<file path="src/rtl/requant_pkg.sv">
// Shared constants, result type and int8 clip helper for the requant scheduler.
package requant_pkg;

  localparam int unsigned NUM_CH_DEF     = 4;
  localparam int unsigned CH_W_DEF       = 2;
  localparam int unsigned IN_W_DEF       = 32;
  localparam int unsigned OUT_W_DEF      = 8;
  localparam int unsigned MULT_W_DEF     = 16;
  localparam int unsigned SHIFT_W_DEF    = 5;
  localparam int unsigned FIFO_DEPTH_DEF = 4;

  localparam int unsigned DEFAULT_MULT  = 116;
  localparam int unsigned DEFAULT_SHIFT = 16;

  localparam int SAT_MAX = 127;
  localparam int SAT_MIN = -128;

  // Working width of the clip helper; any product width up to this is accepted.
  localparam int unsigned CLIP_W = 64;

  typedef struct packed {
    logic       clipped;
    logic [7:0] data;
  } clip_t;

  function automatic clip_t clip_int8(input logic signed [CLIP_W-1:0] v);
    clip_t r;
    r.clipped = 1'b0;
    r.data    = v[7:0];
    if (v > CLIP_W'(SAT_MAX)) begin
      r.clipped = 1'b1;
      r.data    = 8'h7F;
    end else if (v < CLIP_W'(SAT_MIN)) begin
      r.clipped = 1'b1;
      r.data    = 8'h80;
    end
    return r;
  endfunction

endpackage

</file>
<file path="src/rtl/requant_core.sv">
// Two-stage requant datapath: multiply on accept, shift/saturate on the next edge.
module requant_core
  import requant_pkg::*;
#(
  parameter int unsigned IN_W    = IN_W_DEF,
  parameter int unsigned MULT_W  = MULT_W_DEF,
  parameter int unsigned SHIFT_W = SHIFT_W_DEF,
  parameter int unsigned CH_W    = CH_W_DEF,
  parameter int unsigned OUT_W   = OUT_W_DEF
) (
  input  logic                      clk,
  input  logic                      rst,
  input  logic                      in_valid,
  input  logic signed [IN_W-1:0]    in_data,
  input  logic [MULT_W-1:0]         in_mult,
  input  logic [SHIFT_W-1:0]        in_shift,
  input  logic [CH_W-1:0]           in_ch,
  output logic                      out_valid,
  output logic [OUT_W-1:0]          out_data,
  output logic [CH_W-1:0]           out_ch,
  output logic                      out_clipped
);

  localparam int unsigned PROD_W = IN_W + MULT_W + 1;

  logic                     s1_valid;
  logic signed [PROD_W-1:0] s1_prod;
  logic [SHIFT_W-1:0]       s1_shift;
  logic [CH_W-1:0]          s1_ch;

  logic signed [PROD_W-1:0] prod_d;
  logic signed [PROD_W-1:0] sh;
  clip_t                    res;

  // Signed accumulator times zero-extended unsigned multiplier.
  always_comb begin
    prod_d = PROD_W'(in_data) * PROD_W'($signed({1'b0, in_mult}));
  end

  // Stage-1 valid with reset; datapath registers only load on accept.
  always_ff @(posedge clk) begin
    if (rst) begin
      s1_valid <= 1'b0;
    end else begin
      s1_valid <= in_valid;
    end
    if (in_valid) begin
      s1_prod  <= prod_d;
      s1_shift <= in_shift;
      s1_ch    <= in_ch;
    end
  end

  // Stage 2: arithmetic (floor) shift then clip to int8; consumed at the next edge.
  always_comb begin
    sh  = s1_prod >>> s1_shift;
    res = clip_int8(CLIP_W'(sh));
  end

  assign out_valid   = s1_valid;
  assign out_data    = OUT_W'(res.data);
  assign out_ch      = s1_ch;
  assign out_clipped = res.clipped;

endmodule

</file>
<file path="src/rtl/requant_scheduler.sv">
// Round-robin requant scheduler: per-channel table, shared datapath, FWFT output FIFO.
module requant_scheduler
  import requant_pkg::*;
#(
  parameter int unsigned NUM_CH        = NUM_CH_DEF,
  parameter int unsigned CH_W          = CH_W_DEF,
  parameter int unsigned IN_W          = IN_W_DEF,
  parameter int unsigned OUT_W         = OUT_W_DEF,
  parameter int unsigned MULT_W        = MULT_W_DEF,
  parameter int unsigned SHIFT_W       = SHIFT_W_DEF,
  parameter int unsigned DEFAULT_MULT  = requant_pkg::DEFAULT_MULT,
  parameter int unsigned DEFAULT_SHIFT = requant_pkg::DEFAULT_SHIFT,
  parameter int unsigned FIFO_DEPTH    = FIFO_DEPTH_DEF
) (
  input  logic                     clk,
  input  logic                     rst,
  input  logic [NUM_CH-1:0]        req_valid,
  input  logic [NUM_CH*IN_W-1:0]   req_data,
  output logic [NUM_CH-1:0]        req_ready,
  input  logic                     cfg_we,
  input  logic [CH_W-1:0]          cfg_ch,
  input  logic [MULT_W-1:0]        cfg_mult,
  input  logic [SHIFT_W-1:0]       cfg_shift,
  output logic                     out_valid,
  input  logic                     out_ready,
  output logic [OUT_W-1:0]         out_data,
  output logic [CH_W-1:0]          out_ch,
  output logic                     busy,
  output logic [15:0]              sat_cnt
);

  localparam int unsigned AW    = $clog2(FIFO_DEPTH);
  localparam int unsigned CNT_W = AW + 1;

  logic [MULT_W-1:0]  mult_tbl  [NUM_CH];
  logic [SHIFT_W-1:0] shift_tbl [NUM_CH];

  logic [CH_W-1:0] rr_ptr;
  logic [CH_W-1:0] cand;
  logic [CH_W-1:0] idx;
  logic            found;
  logic            credit_ok;
  logic            grant;

  logic             core_valid;
  logic [OUT_W-1:0] core_data;
  logic [CH_W-1:0]  core_ch;
  logic             core_clipped;

  logic [OUT_W-1:0] data_mem [FIFO_DEPTH];
  logic [CH_W-1:0]  ch_mem   [FIFO_DEPTH];
  logic [AW-1:0]    wr_ptr;
  logic [AW-1:0]    rd_ptr;
  logic [CNT_W-1:0] fifo_count;
  logic             push;
  logic             pop;
  logic [15:0]      sat_q;

  // Pick the first requesting channel at or after rr_ptr, wrapping.
  always_comb begin
    cand  = rr_ptr;
    found = 1'b0;
    idx   = '0;
    for (int unsigned i = 0; i < NUM_CH; i++) begin
      idx = rr_ptr + CH_W'(i);
      if (!found && req_valid[idx]) begin
        cand  = idx;
        found = 1'b1;
      end
    end
  end

  // Credit counts only registered occupancy, so a pop this cycle frees nothing yet.
  always_comb begin
    credit_ok = (fifo_count + CNT_W'(core_valid)) < CNT_W'(FIFO_DEPTH);
    grant     = found && credit_ok && !rst;
    req_ready = grant ? (NUM_CH'(1) << cand) : '0;
  end

  // Round-robin pointer advances past the granted channel.
  always_ff @(posedge clk) begin
    if (rst) begin
      rr_ptr <= '0;
    end else if (grant) begin
      rr_ptr <= cand + CH_W'(1);
    end
  end

  // Per-channel multiplier/shift table; a same-cycle grant sees the old entry.
  always_ff @(posedge clk) begin
    if (rst) begin
      for (int unsigned i = 0; i < NUM_CH; i++) begin
        mult_tbl[i]  <= MULT_W'(DEFAULT_MULT);
        shift_tbl[i] <= SHIFT_W'(DEFAULT_SHIFT);
      end
    end else if (cfg_we) begin
      mult_tbl[cfg_ch]  <= cfg_mult;
      shift_tbl[cfg_ch] <= cfg_shift;
    end
  end

  requant_core #(
    .IN_W    (IN_W),
    .MULT_W  (MULT_W),
    .SHIFT_W (SHIFT_W),
    .CH_W    (CH_W),
    .OUT_W   (OUT_W)
  ) u_core (
    .clk         (clk),
    .rst         (rst),
    .in_valid    (grant),
    .in_data     (req_data[cand*IN_W +: IN_W]),
    .in_mult     (mult_tbl[cand]),
    .in_shift    (shift_tbl[cand]),
    .in_ch       (cand),
    .out_valid   (core_valid),
    .out_data    (core_data),
    .out_ch      (core_ch),
    .out_clipped (core_clipped)
  );

  assign push = core_valid;
  assign pop  = out_valid && out_ready;

  // FIFO storage; contents need no reset since occupancy gates visibility.
  always_ff @(posedge clk) begin
    if (push) begin
      data_mem[wr_ptr] <= core_data;
      ch_mem[wr_ptr]   <= core_ch;
    end
  end

  // FIFO pointers and occupancy; simultaneous push and pop holds the count.
  always_ff @(posedge clk) begin
    if (rst) begin
      wr_ptr     <= '0;
      rd_ptr     <= '0;
      fifo_count <= '0;
    end else begin
      if (push) wr_ptr <= wr_ptr + AW'(1);
      if (pop)  rd_ptr <= rd_ptr + AW'(1);
      unique case ({push, pop})
        2'b10:   fifo_count <= fifo_count + CNT_W'(1);
        2'b01:   fifo_count <= fifo_count - CNT_W'(1);
        default: fifo_count <= fifo_count;
      endcase
    end
  end

  // Saturating count of clipped results entering the FIFO.
  always_ff @(posedge clk) begin
    if (rst) begin
      sat_q <= '0;
    end else if (push && core_clipped && (sat_q != '1)) begin
      sat_q <= sat_q + 16'd1;
    end
  end

  // Outputs are forced quiet while reset is asserted.
  always_comb begin
    out_valid = !rst && (fifo_count != '0);
    out_data  = rst ? '0 : data_mem[rd_ptr];
    out_ch    = rst ? '0 : ch_mem[rd_ptr];
    busy      = !rst && (core_valid || (fifo_count != '0));
    sat_cnt   = rst ? '0 : sat_q;
  end

  no_overflow: assert property (@(posedge clk) disable iff (rst)
    !(push && !pop && (fifo_count == CNT_W'(FIFO_DEPTH))));

endmodule

</file>
<file path="config.mk">
export PLATFORM = sky130hd
export DESIGN_NAME = requant_scheduler
export DESIGN_NICKNAME = d
export VERILOG_FILES = /design/src/rtl/requant_pkg.sv /design/src/rtl/requant_core.sv /design/src/rtl/requant_scheduler.sv
export SDC_FILE = /design/constraint.sdc
export NUM_CORES = 2
export LEC_CHECK = 0
export ABC_AREA = 1
export CAP_MARGIN = 20
export CORE_ASPECT_RATIO = 1.1
export CORE_MARGIN = 4
export CORE_UTILIZATION = 57
export CTS_CLUSTER_DIAMETER = 200
export CTS_CLUSTER_SIZE = 25
export DETAILED_ROUTE_END_ITERATION = 16
export GPL_TIMING_DRIVEN = 0
export PLACE_DENSITY = 0.81
export RECOVER_POWER = 25
export SLEW_MARGIN = 0
export SYNTH_ARGS = -nofsm -noshare
export SYNTH_HDL_FRONTEND = slang
export SYNTH_SLANG_ARGS = --single-unit
</file>
<file path="constraint.sdc">
create_clock -name clk -period 7.5 [get_ports clk]
set_input_delay 0.75 -clock clk [delete_from_list [all_inputs] [get_ports clk]]
set_output_delay 0.75 -clock clk [all_outputs]
set_load 0.02 [all_outputs]
</file>
==> metrics <==
status=complete, but fails checks; failing checks=max-capacitance violations, max-slew violations, negative setup slack; skew final=0.0193 ns; clk sinks=208; area delta synth->final=25.6%; FF-to-FF setup slack=-0.89 ns; Root Driver=clkbuf_16; Critical R2R Capture=u_core.s1_prod[43]$_DFFE_PP_; # DRC=0; design area=39,800 um^2; ys async rst share=0; WL final=118 mm; cell family with most CP delay=adder cells; wire per inst=23.0 um; Synth Net Count=4,693; final worst slack=-0.894 ns; Hold Startpoint=sat_q[6]$_SDFFE_PP0P_; Hold-fix buffers, CTS=0; hold endpoint=sat_q[6]$_SDFFE_PP0P_; HPWL after DPL=81.2 mm; Final setup viols=34; most common library cells after synthesis=inv_1 (706), nand2_1 (683), nor2_1 (519), fa_1 (490), nand3_1 (343); syn_area_per_cell=~8.1 um^2; CTS tree=done; worst-path maximum fanout=8; fmax=0.119 GHz; most numerous cell in the Yosys netlist=inv_1; slowest CP cell=fa_1; Die ar.=between 50,000 and 60,000 um^2; Worst Path Buf+Inv=15; part of the Yosys area used for sequential elements=0.188; vias=around 31,000; GP Congestion=between 1 and 1.5; clock slew at reported path FFs=0.11 ns; reg2reg start=rr_ptr[0]$_SDFFE_PP0P_; critical path arrival=8.65 ns; Synth cell types=55; Yosys reg bits=208; main area contributors after synthesis=fa_1 (31%), edfxtp_1 (17%), inv_1 (8.4%); Die X=233 um; fin crit period=8.39 ns; Core Box Area=between 50,000 and 60,000 um^2; number of DRC markers in iteration 0=3,433; Detail Route Antenna Nets=0; Tightest Pin Transition=2.42 ns; unrepaired setup endpoints after global routing=true; Most used DFF post-synth=edfxtp_1; Starting Density=0.577; number of synthesized flops with an enable pin=180; CP max stage delay=0.59 ns; IO Port Bufs=190; Synth area leader=fa_1; kind of critical path=reg -> reg; placed cell areas=34,800 um^2; initial antenna violation count=3; die height=255 um; CTS Buffer Depth=3; Worst-Skew Late Latency=0.50 ns; max-slew violations=12; critical path required time=7.75 ns; max_slew headroom=-0.628; DR pass1 iterations=6; Max Cap Viol=1; type of origin of the critical path=register; Rows=90; H-tree Lvls=1; drt via density=around 5.9; CP most frequent cell=fa_1; largest net degree at the start of global routing=27; total CTS buffers=12; # nets final=5,173; # IOs=191; number of global-route vias before repair=31,300; total track usage=0.377; final hold vios=0; area of the mapped netlist=31,700 um^2; Synth warnings=0; first-pass GRT wire length=roughly 170 mm; grt ovf=0; Hold Path Cell Cnt=2; path depth of the worst reg2reg path=40; layout cell share with drive strength beyond 1=0.218; Synth top area share=0.309; Gate Count Post-Synth=3,917; crit share post-route=1.12; Min-Delay Path Class=reg -> reg; CP Capture Type=register
==> final cells by class <==
type,count,area [um^2]
fill,3844,15100
timing repair buffer,475,4520
multi-input combinational,2748,23100
tap,736,921
clock inverter,1,16.3
clock buffer,18,344
antenna,1,2.50
timing repair inverter,1,8.76
sequential,208,5970
buffer,186,1900
inverter,765,3050
==> placed cells by master, fill, tap and decap left out, drive strengths merged, types with 2 or more instances in the layout <==
| cell | n |
|---|---|
| nand4 | 8 |
| xnor2 | 22 |
| dlygate4sd2 | 4 |
| ha | 127 |
| nor3 | 29 |
| nor2 | 554 |
| or2 | 45 |
| clkinvlp | 2 |
| and3 | 2 |
| o21ai | 145 |
| o21a | 5 |
| a31oi | 15 |
| nand3 | 344 |
| xor2 | 45 |
| mux2i | 4 |
| clkdlybuf4s50 | 180 |
| a21oi | 100 |
| o211ai | 46 |
| dfxtp | 28 |
| buf | 430 |
| fa | 490 |
| and2 | 43 |
| clkbuf | 61 |
| clkinv | 14 |
| edfxtp | 180 |
| o22ai | 5 |
| nor4 | 8 |
| dlygate4sd3 | 2 |
| o221ai | 3 |
| o21bai | 2 |
| nand2 | 702 |
| inv | 751 |
| bufbuf | 2 |
==> state kept, by name, indices dropped and copies added, names as in the netlist, named ones only <==
register / cells
mult_tbl: 64
u_core.s1_prod: 49
data_mem: 32
shift_tbl: 20
sat_q: 16
ch_mem: 8
u_core.s1_shift: 5
fifo_count: 3
rd_ptr: 2
rr_ptr: 2
u_core.out_ch: 2
wr_ptr: 2
u_core.out_valid: 1
==> worst register-to-register path, delay by kind of cell (launching register included) <==
kind            cells  cell delay [ns]
xor+xnor            1             0.16
buf+inv            15             1.67
flops               1             0.35
simple gates       12             1.94
mux                 1             0.24
fa+ha+maj           7             3.42
compound gates      4             0.37
==> repair_timing <==
| action | CTS | global route |
|---|---|---|
| pin swaps | 142 | 147 |
| resized for setup | 479 | 236 |
| endpoints found under the setup margin | 34 | 41 |
| cloned | 8 | 1 |
| setup buffers | 206 | 71 |
==> worst max path at each step <==
| stage | start | to | slack [ns] | cells past startpoint |
|---|---|---|---|---|
| finish | rr_ptr[0]$_SDFFE_PP0P_ | u_core.s1_prod[43]$_DFFE_PP_ | -0.89 | 40 |
| global placement | req_valid[0] | req_ready[3] | -2.20 | 10 |
| global route | rr_ptr[0]$_SDFFE_PP0P_ | u_core.s1_prod[45]$_DFFE_PP_ | -1.04 | 40 |
| floorplan | req_valid[0] | u_core.s1_prod[47]$_DFFE_PP_ | -0.009 | 35 |
| CTS | rr_ptr[0]$_SDFFE_PP0P_ | u_core.s1_prod[47]$_DFFE_PP_ | -0.44 | 37 |
| detailed placement | req_valid[0] | u_core.s1_prod[42]$_DFFE_PP_ | -2.01 | 40 |
==> through the flow <==
stage	setup slack [ns]	setup TNS [ns]	instances	utilization	hold WS (ns)
2_1_floorplan	-0.00890	-0.00890	3917	-	0.439
3_3_place_gp	-2.20	-60.91	4843	0.632	0.448
3_5_place_dp	-2.01	-53.17	4849	0.634	0.452
4_1_cts	-0.442	-4.79	5074	0.703	0.467
5_1_grt	-1.04	-28.44	5138	0.725	0.486
6_report	-0.894	-22.78	5139	0.725	0.468
==> routing by layer <==
layer | vias up | GRT usage | share of wire
li1 | 13000 | - | -
met1 | 14600 | 0.433 | 0.33
met2 | 2268 | 0.611 | 0.46
met3 | 770 | 0.0974 | 0.11
met4 | 6 | 0.266 | 0.10
met5 | - | 0 | 0.00042
==> cells by family (layout without fill, tap and decap cells) <==
| logic type | count (synthesis) | in the layout | synth area share |
|---|---|---|---|
| buffers and inverters | 961 | 1446 | 0.137 |
| muxes | 4 | 4 | 0.00126 |
| and+or+nand+nor | 1735 | 1735 | 0.235 |
| DFF | 208 | 208 | 0.188 |
| AOI/OAI and AO/OA | 325 | 325 | 0.0598 |
| other | 0 | 1 | 0 |
| adders and majority gates | 617 | 617 | 0.359 |
| xor gates and xnor gates | 67 | 67 | 0.0190 |
Power is not shown: default switching activity piles up to over one toggle a cycle in this logic, so the estimate is an artifact.
